File: config.mk
export PLATFORM = sky130hd
export DESIGN_NAME = usb2_ts_feeder
export DESIGN_NICKNAME = d
export VERILOG_FILES = /design/src/rtl/usb2_ts_feeder.sv
export SDC_FILE = /design/constraint.sdc
export NUM_CORES = 1
export LEC_CHECK = 0
export BUFFER_PORTS_ARGS = -buffer_cell sky130_fd_sc_hd__buf_2
export CORE_MARGIN = 2
export CORE_UTILIZATION = 45
export DETAILED_ROUTE_END_ITERATION = 16
export PLACE_DENSITY = 0.7
export SLEW_MARGIN = 20
export SYNTH_ARGS = -nofsm -noshare
export SYNTH_HDL_FRONTEND = slang
export SYNTH_SLANG_ARGS = --single-unit
File: constraint.sdc
create_clock -name ext_clk -period 6.1 [get_ports ext_clk]
set_input_delay 0.305 -clock ext_clk [delete_from_list [all_inputs] [get_ports ext_clk]]
set_output_delay 0.305 -clock ext_clk [all_outputs]
set_load 0.05 [all_outputs]
File: src/rtl/usb2_ts_feeder.sv
// usb2_ts_feeder: aligns a byte-serial MPEG-TS stream to PKT_LEN-byte packets and writes
// whole packets into the EP3 isochronous IN buffer, committing only complete packets.
module usb2_ts_feeder #(
  parameter int unsigned PKT_LEN         = 188,
  parameter int unsigned PKTS_PER_COMMIT = 5,
  parameter int unsigned FLUSH_CYCLES    = 65535
) (
  input  logic        ext_clk,
  input  logic        reset,
  input  logic        enable,
  input  logic [7:0]  ts_data,
  input  logic        ts_valid,
  input  logic        ts_start,
  output logic [10:0] buf_in_addr,
  output logic [7:0]  buf_in_data,
  output logic        buf_in_wren,
  input  logic        buf_in_ready,
  output logic        buf_in_commit,
  output logic [10:0] buf_in_commit_len,
  input  logic        buf_in_commit_ack,
  output logic [15:0] drop_count,
  output logic [15:0] sync_err_count
);

  localparam int unsigned BC_W = (PKT_LEN > 1) ? $clog2(PKT_LEN) : 1;
  localparam int unsigned PC_W = $clog2(PKTS_PER_COMMIT + 1);
  localparam logic [BC_W-1:0] LAST_BYTE   = BC_W'(PKT_LEN - 1);
  localparam logic [PC_W-1:0] FULL_PKTS   = PC_W'(PKTS_PER_COMMIT);
  localparam logic [10:0]     FULL_LEN    = 11'(PKT_LEN * PKTS_PER_COMMIT);
  localparam logic [15:0]     FLUSH_LIMIT = 16'(FLUSH_CYCLES);

  if (PKT_LEN * PKTS_PER_COMMIT > 2048) begin : g_len_check
    $error("usb2_ts_feeder: PKT_LEN*PKTS_PER_COMMIT exceeds the 2048-byte endpoint buffer");
  end

  typedef enum logic [1:0] {ST_IDLE, ST_HUNT, ST_FILL, ST_COMMIT} state_t;

  state_t          r_state, w_state_nxt;
  logic [10:0]     r_wr_ptr, w_wr_ptr_nxt;
  logic [10:0]     r_pkt_base, w_pkt_base_nxt;
  logic [BC_W-1:0] r_byte_cnt, w_byte_cnt_nxt;
  logic [PC_W-1:0] r_pkt_count, w_pkt_count_nxt;
  logic [15:0]     r_idle_cnt, w_idle_nxt;
  logic [10:0]     w_addr_nxt, w_len_nxt, w_flush_len;
  logic [7:0]      w_data_nxt;
  logic            w_wren_nxt, w_commit_nxt;
  logic [15:0]     w_drop_nxt, w_sync_nxt;
  logic            w_start_ok, w_seq_ok, w_idle_expired;

  assign w_start_ok     = ts_start && (ts_data == 8'h47);
  // Byte 0 of a packet must be a qualified sync byte; every other byte must not carry ts_start.
  assign w_seq_ok       = (r_byte_cnt == '0) ? w_start_ok : !ts_start;
  assign w_idle_expired = (r_idle_cnt == FLUSH_LIMIT);
  assign w_flush_len    = 11'(32'(r_pkt_count) * PKT_LEN);

  always_comb begin
    w_state_nxt     = r_state;
    w_wr_ptr_nxt    = r_wr_ptr;
    w_pkt_base_nxt  = r_pkt_base;
    w_byte_cnt_nxt  = r_byte_cnt;
    w_pkt_count_nxt = r_pkt_count;
    w_idle_nxt      = r_idle_cnt;
    w_wren_nxt      = 1'b0;
    w_addr_nxt      = buf_in_addr;
    w_data_nxt      = buf_in_data;
    w_commit_nxt    = buf_in_commit;
    w_len_nxt       = buf_in_commit_len;
    w_drop_nxt      = drop_count;
    w_sync_nxt      = sync_err_count;

    case (r_state)
      ST_IDLE: begin
        w_wr_ptr_nxt    = '0;
        w_pkt_base_nxt  = '0;
        w_byte_cnt_nxt  = '0;
        w_pkt_count_nxt = '0;
        w_idle_nxt      = '0;
        if (ts_valid && enable && (drop_count != '1)) w_drop_nxt = drop_count + 16'd1;
        if (enable && buf_in_ready) w_state_nxt = ST_HUNT;
      end

      ST_HUNT: begin
        if (!enable) begin
          w_state_nxt = ST_IDLE;
        end else if (ts_valid) begin
          w_idle_nxt = '0;
          if (w_start_ok) begin
            w_wren_nxt     = 1'b1;
            w_addr_nxt     = r_wr_ptr;
            w_data_nxt     = ts_data;
            w_wr_ptr_nxt   = r_wr_ptr + 11'd1;
            w_byte_cnt_nxt = BC_W'(1);
            w_state_nxt    = ST_FILL;
          end
        end else if (!w_idle_expired) begin
          w_idle_nxt = r_idle_cnt + 16'd1;
        end else if (r_pkt_count != '0) begin
          w_wr_ptr_nxt   = r_pkt_base;
          w_byte_cnt_nxt = '0;
          w_commit_nxt   = 1'b1;
          w_len_nxt      = w_flush_len;
          w_state_nxt    = ST_COMMIT;
        end
      end

      ST_FILL: begin
        if (!enable) begin
          w_state_nxt = ST_IDLE;
        end else if (ts_valid) begin
          w_idle_nxt = '0;
          if (w_seq_ok) begin
            w_wren_nxt   = 1'b1;
            w_addr_nxt   = r_wr_ptr;
            w_data_nxt   = ts_data;
            w_wr_ptr_nxt = r_wr_ptr + 11'd1;
            if (r_byte_cnt == LAST_BYTE) begin
              w_byte_cnt_nxt  = '0;
              w_pkt_base_nxt  = r_wr_ptr + 11'd1;
              w_pkt_count_nxt = r_pkt_count + PC_W'(1);
              if (r_pkt_count + PC_W'(1) == FULL_PKTS) begin
                w_commit_nxt = 1'b1;
                w_len_nxt    = FULL_LEN;
                w_state_nxt  = ST_COMMIT;
              end
            end else begin
              w_byte_cnt_nxt = r_byte_cnt + BC_W'(1);
            end
          end else begin
            if (sync_err_count != '1) w_sync_nxt = sync_err_count + 16'd1;
            // A misplaced but valid sync byte restarts the current packet in place.
            if (w_start_ok) begin
              w_wren_nxt     = 1'b1;
              w_addr_nxt     = r_pkt_base;
              w_data_nxt     = ts_data;
              w_wr_ptr_nxt   = r_pkt_base + 11'd1;
              w_byte_cnt_nxt = BC_W'(1);
            end else begin
              w_wr_ptr_nxt   = r_pkt_base;
              w_byte_cnt_nxt = '0;
              w_state_nxt    = ST_HUNT;
            end
          end
        end else if (!w_idle_expired) begin
          w_idle_nxt = r_idle_cnt + 16'd1;
        end else if (r_pkt_count != '0) begin
          w_wr_ptr_nxt   = r_pkt_base;
          w_byte_cnt_nxt = '0;
          w_commit_nxt   = 1'b1;
          w_len_nxt      = w_flush_len;
          w_state_nxt    = ST_COMMIT;
        end
      end

      ST_COMMIT: begin
        if (ts_valid && enable && (drop_count != '1)) w_drop_nxt = drop_count + 16'd1;
        if (buf_in_commit_ack) begin
          w_commit_nxt = 1'b0;
          w_state_nxt  = ST_IDLE;
        end
      end

      default: w_state_nxt = ST_IDLE;
    endcase
  end

  always_ff @(posedge ext_clk) begin
    if (reset) begin
      r_state           <= ST_IDLE;
      r_wr_ptr          <= '0;
      r_pkt_base        <= '0;
      r_byte_cnt        <= '0;
      r_pkt_count       <= '0;
      r_idle_cnt        <= '0;
      buf_in_addr       <= '0;
      buf_in_data       <= '0;
      buf_in_wren       <= 1'b0;
      buf_in_commit     <= 1'b0;
      buf_in_commit_len <= '0;
      drop_count        <= '0;
      sync_err_count    <= '0;
    end else begin
      r_state           <= w_state_nxt;
      r_wr_ptr          <= w_wr_ptr_nxt;
      r_pkt_base        <= w_pkt_base_nxt;
      r_byte_cnt        <= w_byte_cnt_nxt;
      r_pkt_count       <= w_pkt_count_nxt;
      r_idle_cnt        <= w_idle_nxt;
      buf_in_addr       <= w_addr_nxt;
      buf_in_data       <= w_data_nxt;
      buf_in_wren       <= w_wren_nxt;
      buf_in_commit     <= w_commit_nxt;
      buf_in_commit_len <= w_len_nxt;
      drop_count        <= w_drop_nxt;
      sync_err_count    <= w_sync_nxt;
    end
  end

endmodule
==> results of run 1 <==
-- critical path: cells and delay by family (launching register included) --
family | cells | cell delay (ns)
AND/OR/NAND/NOR | 1 | 0.32
adder cells (fa/ha/maj) | 1 | 0.64
AO/OA/AOI/OAI | 3 | 1.20
flip-flops | 1 | 0.32
buffers and inverters | 2 | 0.57
-- power breakdown --
part           total, uW  switching (uW)  internal [uW]
combinational        743             544            199
clock                973             337            637
sequential           839            36.9            802
-- layer usage --
metal,global-route usage (%),vias to the layer above,share of wire [%]
met5,0,-,0
met4,10.85,0,2.7
met3,5.819,48,7.2
met2,36.86,272,46
met1,29.68,2961,44
li1,-,3046,-
-- final timing paths --
kind	endpoint	slack, ns	cells after the start
setup reg to reg	buf_in_commit_len[3]	2.93	7
hold / removal	buf_in_data[3]	0.15	3
setup / recovery	buf_in_commit_len[3]	2.93	7
hold reg to reg	r_idle_cnt[9]	0.47	2
-- cell usage in the layout (no fill, tap or decap), drive strengths merged, types with 27 or more instances in the layout --
cell	synthesis	final
dfxtp	115	115
nor2	111	111
xnor2	38	38
nand3	32	32
inv	27	27
buf	12	82
nand2	72	72
nand4	28	28
a21oi	42	42
o21ai	34	34
-- registers in the layout (all words and copies together), names as in the netlist, 2 cells and up --
signal,flops
r_pkt_base,11
buf_in_addr,11
drop_count,16
r_wr_ptr,11
r_state,2
r_byte_cnt,8
sync_err_count,16
r_pkt_count,3
r_idle_cnt,16
buf_in_data,8
buf_in_commit_len,11
-- stage by stage --
stage	worst slack (ns)	total power (uW)	instance area, sq um	cells
6_report	2.928	2556	7684	1060
3_3_place_gp	3.107	1568	7097	1029
4_1_cts	3.013	2551	7672	1060
5_1_grt	2.814	2660	7684	1060
2_1_floorplan	3.782	1398	6616	804
3_5_place_dp	3.035	1581	7102	1030
-- cell families after synthesis --
family                     share of synthesized area, %
AOI/OAI and AO/OA                                 21.48
xor gates and xnor gates                          8.207
buffers and inverters                             4.160
adders and majority gates                         5.068
and+or+nand+nor                                   25.81
muxes                                            0.4728
DFF                                               34.80
-- cell type report --
class	instances	area share (%)
flip-flops and latches	115	29.96
clock inverters	5	0.9770
inverters	28	1.368
well taps	184	2.996
repair buffers	82	5.439
clock buffers	25	6.448
multi-input cells	621	52.81
==> impl_metrics.ini, run 1 <==
[outcome]
status = completed

[critical_path]
critical_path.most_common_cell = inv_1
cp-end-kind = flip-flop
worstPathCellList = inv_1 > ha_1 > inv_1 > a211oi_4 > o31ai_4 > and3_1 > o221a_2
max_stage_delay_ns = 0.73
crit_type = reg2reg
cp_max_fo = 19
crit_slowest_cell = a211oi_4
crit_required_ns = 6.40
arrival_ns = 3.48
cp-startpoint = r_state[0]
r2r_start = r_state[0]
cp-start-kind = flip-flop

[synthesis]
synth_seq_cells = 115
ys.flop_type = dfxtp_1
synth_edf_count = 0
post_synth.cell_area_avg_sq_um = 8.229
yosysWarnings = 0
synth_top_area_cell = dfxtp_1
ys_types = 85
synthArstFlopShare_pct = 0
ys_seq_area_share_pct = 34.80
synthTopCellsByCount = 115 x dfxtp_1, 111 x nor2_1, 72 x nand2_1, 40 x a21oi_1, 38 x xnor2_1
synth_cells = 804
syn-cell-area_sq_um = 6616
synth.most_common_cell = dfxtp_1
syn_nets = 844
synth.area.top_cells = dfxtp_1 35%, nor2_1 6.3%, xnor2_1 5.0%
yosysTopAreaCellShare_pct = 34.80

[finish]
final_util_pct = 53.27
n_fill_cell = 1374
fin_nets = 905
multi_input_area_sq_um = 4058
seq_area_sq_um = 2302
diodes = 0
drive_gt1_share_pct = 15.75
areaGrowthSynthToFinish_pct = 16.13

[grt]
grt_start_max_net_pins = 48
grt-ovfl-total = 0
grt_pass1_wl_mm = 29.84
grt_usage_pct = 23.20
grt_pass1_vias = 5939
grt_antenna_before_repair = 0

[drt]
drc = 0
finalWirelength_mm = 18.16
routedWlPerCell_microns = 17.13
ant_nets = 0
vias_per_cell = 5.969
drt_iter0_drc = 605
dr.pass1.iters = 5
via_count = 6327

[floorplan]
die_y_microns = 125.3
core_sq_um = 14420
num_rows = 44
start_util_pct = 45.87
io_pins = 79
die-area_sq_um = 15690
die_w_microns = 125.3

[clock_tree]
cts_resized = 0
h-tree-depth = 4
cts_buffers = 17
clockRootBuffer = clkbuf_16
clock_latency_ns = 0.42
clock-sinks = 115
post_cts_buffers = 0
cts_hold_buf = 0
cts_buffer_depth = 2
cts.clk_slew.worst_paths_ns = 0.06
cts_tree = built

[sta]
fmaxAchievable_ghz = 0.3152
slew_headroom_pct = 35.26
period_share_pct = 52.01
fin_skew_ns = 0.01219
hold_viol_final = 0
fin_tns_setup_ns = 0
worst_pin_slew_ns = 0.9586
rsz0062_at_grt = no
period_minus_slack_ns = 3.172
slew_viol_final = 0
worst_hold_slack_ns = 0.1468
setup_viol = 0

[placement]
hpwl_mm = 12.74
gp_congestion = 0.9546
io_buffers = 78

[power]
powerDensity_nw_per_um2 = 332.6
leakagePower_uw = 0.002943
irDropWorstVdd_mv = 0.2757

[worst_hold_path]
hold_class = in2reg
hp-start = ts_data[3]

[job]
maxCapViolations = 0
(Power assumes the default switching activity.)
==> run 2, diff against run 1 <==
--- a/config.mk
+++ b/config.mk
@@ -9,7 +9,7 @@
 export CORE_MARGIN = 2
 export CORE_UTILIZATION = 45
 export DETAILED_ROUTE_END_ITERATION = 16
-export PLACE_DENSITY = 0.7
+export PLACE_DENSITY = 0.73
 export SLEW_MARGIN = 20
 export SYNTH_ARGS = -nofsm -noshare
 export SYNTH_HDL_FRONTEND = slang
==> constraint.sdc (replaced) <==
create_clock -name ext_clk -period 2.7 [get_ports ext_clk]
set_input_delay 0.135 -clock ext_clk [delete_from_list [all_inputs] [get_ports ext_clk]]
set_output_delay 0.135 -clock ext_clk [all_outputs]
set_load 0.05 [all_outputs]
==> run 2 against run 1 <==
Worst hold slack got worse by 0.061 ns. Clock-buffer cell count decreased by 4. Maximum frequency increased by 28%. Critical endpoint is now buf_in_commit_len[8].
==> impl_metrics.ini, run 2 (synthesis gave the netlist of run 1 again) <==
[outcome]
status = completed

[power]
clkPwrFrac_pct = 37.8
irDropWorstVdd_mv = 0.6184
p_switching_uw = 2150
powerDensity_nw_per_um2 = 747.6
p_seq_share_pct = 31.6
swShare_pct = 35.98
leakagePower_uw = 0.003117
internal_power_uw = 3826
combPwrFrac_pct = 30.5

[grt]
grt_usage_pct = 23.63
grt_pass1_vias = 6027
grt_start_max_net_pins = 41
grt_pass1_wl_mm = 30.31
grt_antenna_before_repair = 0
grt-ovfl-total = 0

[floorplan]
die_y_microns = 125.3
core_sq_um = 14420
die-area_sq_um = 15690
io_pins = 79
start_util_pct = 45.87
num_rows = 44
die_w_microns = 125.3

[finish]
mostFrequentLayoutCells = 115 x dfxtp_1, 111 x nor2_1, 78 x buf_2, 72 x nand2_1, 40 x a21oi_1
areaGrowthSynthToFinish_pct = 20.80
diodes = 0
reg.largest.list = drop_count x16, r_idle_cnt x16, sync_err_count x16
n_fill_cell = 1332
seq_area_sq_um = 2302
fin_nets = 941
multi_input_area_sq_um = 4059
postLayoutCellArea_sq_um = 7993
drive_gt1_share_pct = 18.60
mostFrequentLayoutCell = dfxtp_1

[clock_tree]
cts_buffers = 17
cts.clk_slew.worst_paths_ns = 0.06
h-tree-depth = 4
clock_latency_ns = 0.43
post_cts_buffers = 0
cts_buffer_depth = 2
clock-sinks = 115
clockRootBuffer = clkbuf_16
cts_tree = built

[placement]
gp_congestion = 0.9434
hpwl_mm = 12.71
placed_area_sq_um = 7315
io_buffers = 78

[job]
maxCapViolations = 0

[critical_path]
critical_path.most_common_cell = fa_1
cp-start-kind = flip-flop
cp-end-kind = flip-flop
cp_max_fo = 7
crit_type = reg2reg
worstPathCellList = fa_1 > ha_1 > fa_1 > a21o_1 > a21oi_1 > xnor2_1 > o221a_2
crit_slowest_cell = fa_1
arrival_ns = 2.79
crit_required_ns = 3.02
max_stage_delay_ns = 0.52

[drt]
finalWirelength_mm = 18.34
drc = 0
via_count = 6419
routedWlPerCell_microns = 16.70
dr.pass1.iters = 6
vias_per_cell = 5.846
ant_nets = 0
drt_iter0_drc = 631

[sta]
worst_pin_slew_ns = 0.7271
fin_skew_ns = 0.008723
setup_viol = 0
period_minus_slack_ns = 2.470
fmaxAchievable_ghz = 0.4048
period_share_pct = 91.49
rsz0062_at_grt = no
slew_viol_final = 0
hold_viol_final = 0
fin_tns_setup_ns = 0
slew_headroom_pct = 51.36

[worst_hold_path]
hold_class = in2reg
## run 2: critical path: cells and delay by family (launching register included)
kind	cells	cell delay, ns
AO/OA/AOI/OAI	3	0.57
XOR/XNOR	1	0.08
adder cells (fa/ha/maj)	3	1.20
flip-flops	1	0.51
## run 2: power by group through the flow
| stage | sequential [uW] | clock [uW] | combinational [uW] |
|---|---|---|---|
| 6_report | 1890 | 2260 | 1830 |
| 5_1_grt | 1900 | 2400 | 1950 |
| 4_1_cts | 1890 | 2290 | 1790 |
| 3_5_place_dp | 1930 | 0 | 1770 |
| 3_3_place_gp | 1920 | 0 | 1760 |
| 2_1_floorplan | 2190 | 0 | 969 |
## run 2: layout make-up
class	count	area share (%)
Clock inverter	11	1.691
Sequential cell	115	28.80
Inverter	28	1.315
Timing Repair Buffer	118	8.892
Multi-Input combinational cell	621	50.78
Clock buffer	21	5.636
Tap cell	184	2.880
## run 2: path summary, 6_finish.rpt
check                            start                   end  slack (ns)  cells after the start
setup / recovery        r_pkt_count[0]  buf_in_commit_len[8]        0.23                      7
hold / removal                   reset        r_pkt_count[0]        0.09                      2
hold reg to reg   buf_in_commit_len[1]  buf_in_commit_len[1]        0.47                      1
setup reg to reg        r_pkt_count[0]  buf_in_commit_len[8]        0.23                      7
## run 2: through the flow
stage          cells  setup WS, ns  hold slack [ns]  total power (uW)  util (%)
2_1_floorplan    804        0.3816           0.2827              3159         -
3_3_place_gp    1058        0.2959           0.4144              3681     50.71
3_5_place_dp    1058        0.2461           0.4191              3700     50.71
4_1_cts         1098        0.2276          0.06568              5975     55.33
5_1_grt         1098        0.1101           0.1160              6252     55.41
6_report        1098        0.2297          0.08536              5976     55.41
## run 2: what timing repair did
item,CTS,global route
resized for setup,0,1
hold endpoints to repair,8,0
hold buffers,8,0
endpoints found under the setup margin,0,7
## run 2: layer usage
layer / GRT usage (%) / wire length, microns / part of all wire [%] / vias up
li1: - / - / - / 3117
met3: 5.049 / 1015 / 5.5 / 64
met2: 36.67 / 8401 / 46 / 250
met5: 0 / 0 / 0 / -
met1: 31.02 / 8240 / 45 / 2988
met4: 12.29 / 682 / 3.7 / 0
==> run 3, diff against run 2 <==
--- a/config.mk
+++ b/config.mk
@@ -9,7 +9,7 @@
 export CORE_MARGIN = 2
 export CORE_UTILIZATION = 45
 export DETAILED_ROUTE_END_ITERATION = 16
-export PLACE_DENSITY = 0.73
+export PLACE_DENSITY = 0.67
 export SLEW_MARGIN = 20
 export SYNTH_ARGS = -nofsm -noshare
 export SYNTH_HDL_FRONTEND = slang
==> run 3 against run 2 <==
Via count fell by 1.9%. Core utilization grew 0.19 points. Sequential share of layout area fell by 0.099 points. Worst setup slack got worse by 0.055 ns. Non-clock buffer count grew 3. Design area grew 0.34%. Maximum frequency decreased by 2.2%. Largest cell class unchanged.
==> impl_metrics.ini, run 3 (synthesis gave the netlist of run 1 again) <==
[sta]
fin_skew_ns = 0.006580
slew_headroom_pct = 38.41
fin_tns_setup_ns = 0
period_minus_slack_ns = 2.525
rsz0062_at_grt = no
slew_viol_final = 0
fmaxAchievable_ghz = 0.3960
worst_hold_slack_ns = 0.2014
period_share_pct = 93.53
hold_viol_final = 0
setup_viol = 0
worst_pin_slew_ns = 0.9119

[critical_path]
crit_slowest_cell = o21ai_1
crit_type = reg2reg
crit_end = r_pkt_base[2]
rr_endpoint = r_pkt_base[2]
ff2ff_path_depth = 9
crit_buf_inv = 2
r2r_start = r_byte_cnt[0]
cp-end-kind = flip-flop
cp_max_fo = 7
arrival_ns = 2.81
cp-start-kind = flip-flop
crit_required_ns = 2.99
r2r_setup_slack_ns = 0.17
cp-startpoint = r_byte_cnt[0]
critical_path.most_common_cell = a22oi_1
cp.depth = 9
worstPathCellList = inv_1 > ha_1 > nor4b_4 > nand2_1 > o21ai_1 > a22oi_1 > buf_4 > a22oi_1 > nor2_1
critPathTopFamily = compound AO/OA/AOI/OAI gates
max_stage_delay_ns = 0.50

[floorplan]
die-area_sq_um = 15690
die_y_microns = 125.3
io_pins = 79
core_sq_um = 14420
start_util_pct = 45.87
die_w_microns = 125.3
num_rows = 44

[finish]
areaGrowthSynthToFinish_pct = 21.22
mostFrequentLayoutCells = 115 x dfxtp_1, 111 x nor2_1, 78 x buf_2, 72 x nand2_1, 40 x a21oi_1
seq_area_sq_um = 2302
fin_nets = 944
final_util_pct = 55.60
drive_gt1_share_pct = 18.49
mostFrequentLayoutCell = dfxtp_1
reg.largest.list = drop_count x16, r_idle_cnt x16, sync_err_count x16
postLayoutCellArea_sq_um = 8020
diodes = 0
n_fill_cell = 1365
fin_cells = 1098
multi_input_area_sq_um = 4058

[placement]
placed_area_sq_um = 7337
io_buffers = 78
place_inst = 1061
hpwl_mm = 12.85
gp_congestion = 0.9390

[job]
maxCapViolations = 0

[grt]
grt_start_max_net_pins = 45
grt_usage_pct = 22.87
grt_pass1_wl_mm = 29.17
grt_antenna_before_repair = 0
grt_pass1_vias = 5765
grt-ovfl-total = 0

[power]
leakagePower_uw = 0.003139
irDropWorstVdd_mv = 0.4878
powerDensity_nw_per_um2 = 749.4

[clock_tree]
post_cts_buffers = 0
clockRootBuffer = clkbuf_16
h-tree-depth = 4
cts_buffers = 17
cts_resized = 0
cts_tree = built
cts.clk_slew.worst_paths_ns = 0.05
clock-sinks = 115
clock_latency_ns = 0.42
cts_buffer_depth = 2

[drt]
ant_nets = 0
dr.pass1.iters = 5
routedWlPerCell_microns = 16.55
vias_per_cell = 5.734
finalWirelength_mm = 18.17
drt_iter0_drc = 454
drc = 0
via_count = 6296

[worst_hold_path]
hold_class = in2reg

[outcome]
status = completed
run 3: cell types whose count changed in the layout (fill, tap and decap cells not counted), sizes merged:
cell / before / now
buf: 110 / 113
clkbuf: 21 / 24
clkinv: 7 / 3
clkinvlp: 2 / 0
run 3: area by class of cell:
type                            count  area share [%]
Clock buffer                       24           6.131
Tap cell                          184           2.871
Sequential cell                   115           28.71
Clock inverter                      5           1.248
Inverter                           28           1.310
Multi-Input combinational cell    621           50.59
Timing Repair Buffer              121           9.142
run 3: timing repair:
| action | 4_1_cts | 5_1_grt |
|---|---|---|
| setup endpoints to repair | 0 | 0 |
| hold endpoints to repair | 8 | 0 |
| hold buffers | 8 | 0 |
run 3: through the flow:
step | total power [uW] | setup WS, ns
after CTS | 6045 | 0.2329
after global routing | 6292 | 0.04145
after floorplan | 3159 | 0.3816
after detailed placement | 3738 | 0.2496
after global placement | 3737 | 0.2884
final | 6010 | 0.1746
run 3: worst min-delay path by stage:
stage	from	slack, ns	to	depth (start not counted)
6_report	ts_valid	0.20	buf_in_commit	4
2_1_floorplan	ts_data[0]	0.28	buf_in_data[0]	2
3_5_place_dp	ts_data[3]	0.41	buf_in_data[3]	3
4_1_cts	ts_valid	0.18	buf_in_commit	4
5_1_grt	ts_valid	0.20	buf_in_commit	4
3_3_place_gp	ts_data[7]	0.41	buf_in_data[7]	3
run 3: power by group:
group,switching [uW],internal [uW]
sequential,79.1,1810
combinational,1260,587
clock,744,1530
run 3: routing by layer:
layer	track usage [%]	up-vias	wire length, microns
li1	-	3125	-
met1	29.90	2950	8174
met2	37.47	178	8488
met3	4.365	43	1003
met4	8.889	0	503
met5	0	-	0
run 3: worst min-delay path, delay by kind of cell:
family / cells / cell delay (ns)
AO/OA/AOI/OAI: 2 / 0.18
buffers and inverters: 1 / 0.19
AND/OR/NAND/NOR: 1 / 0.08
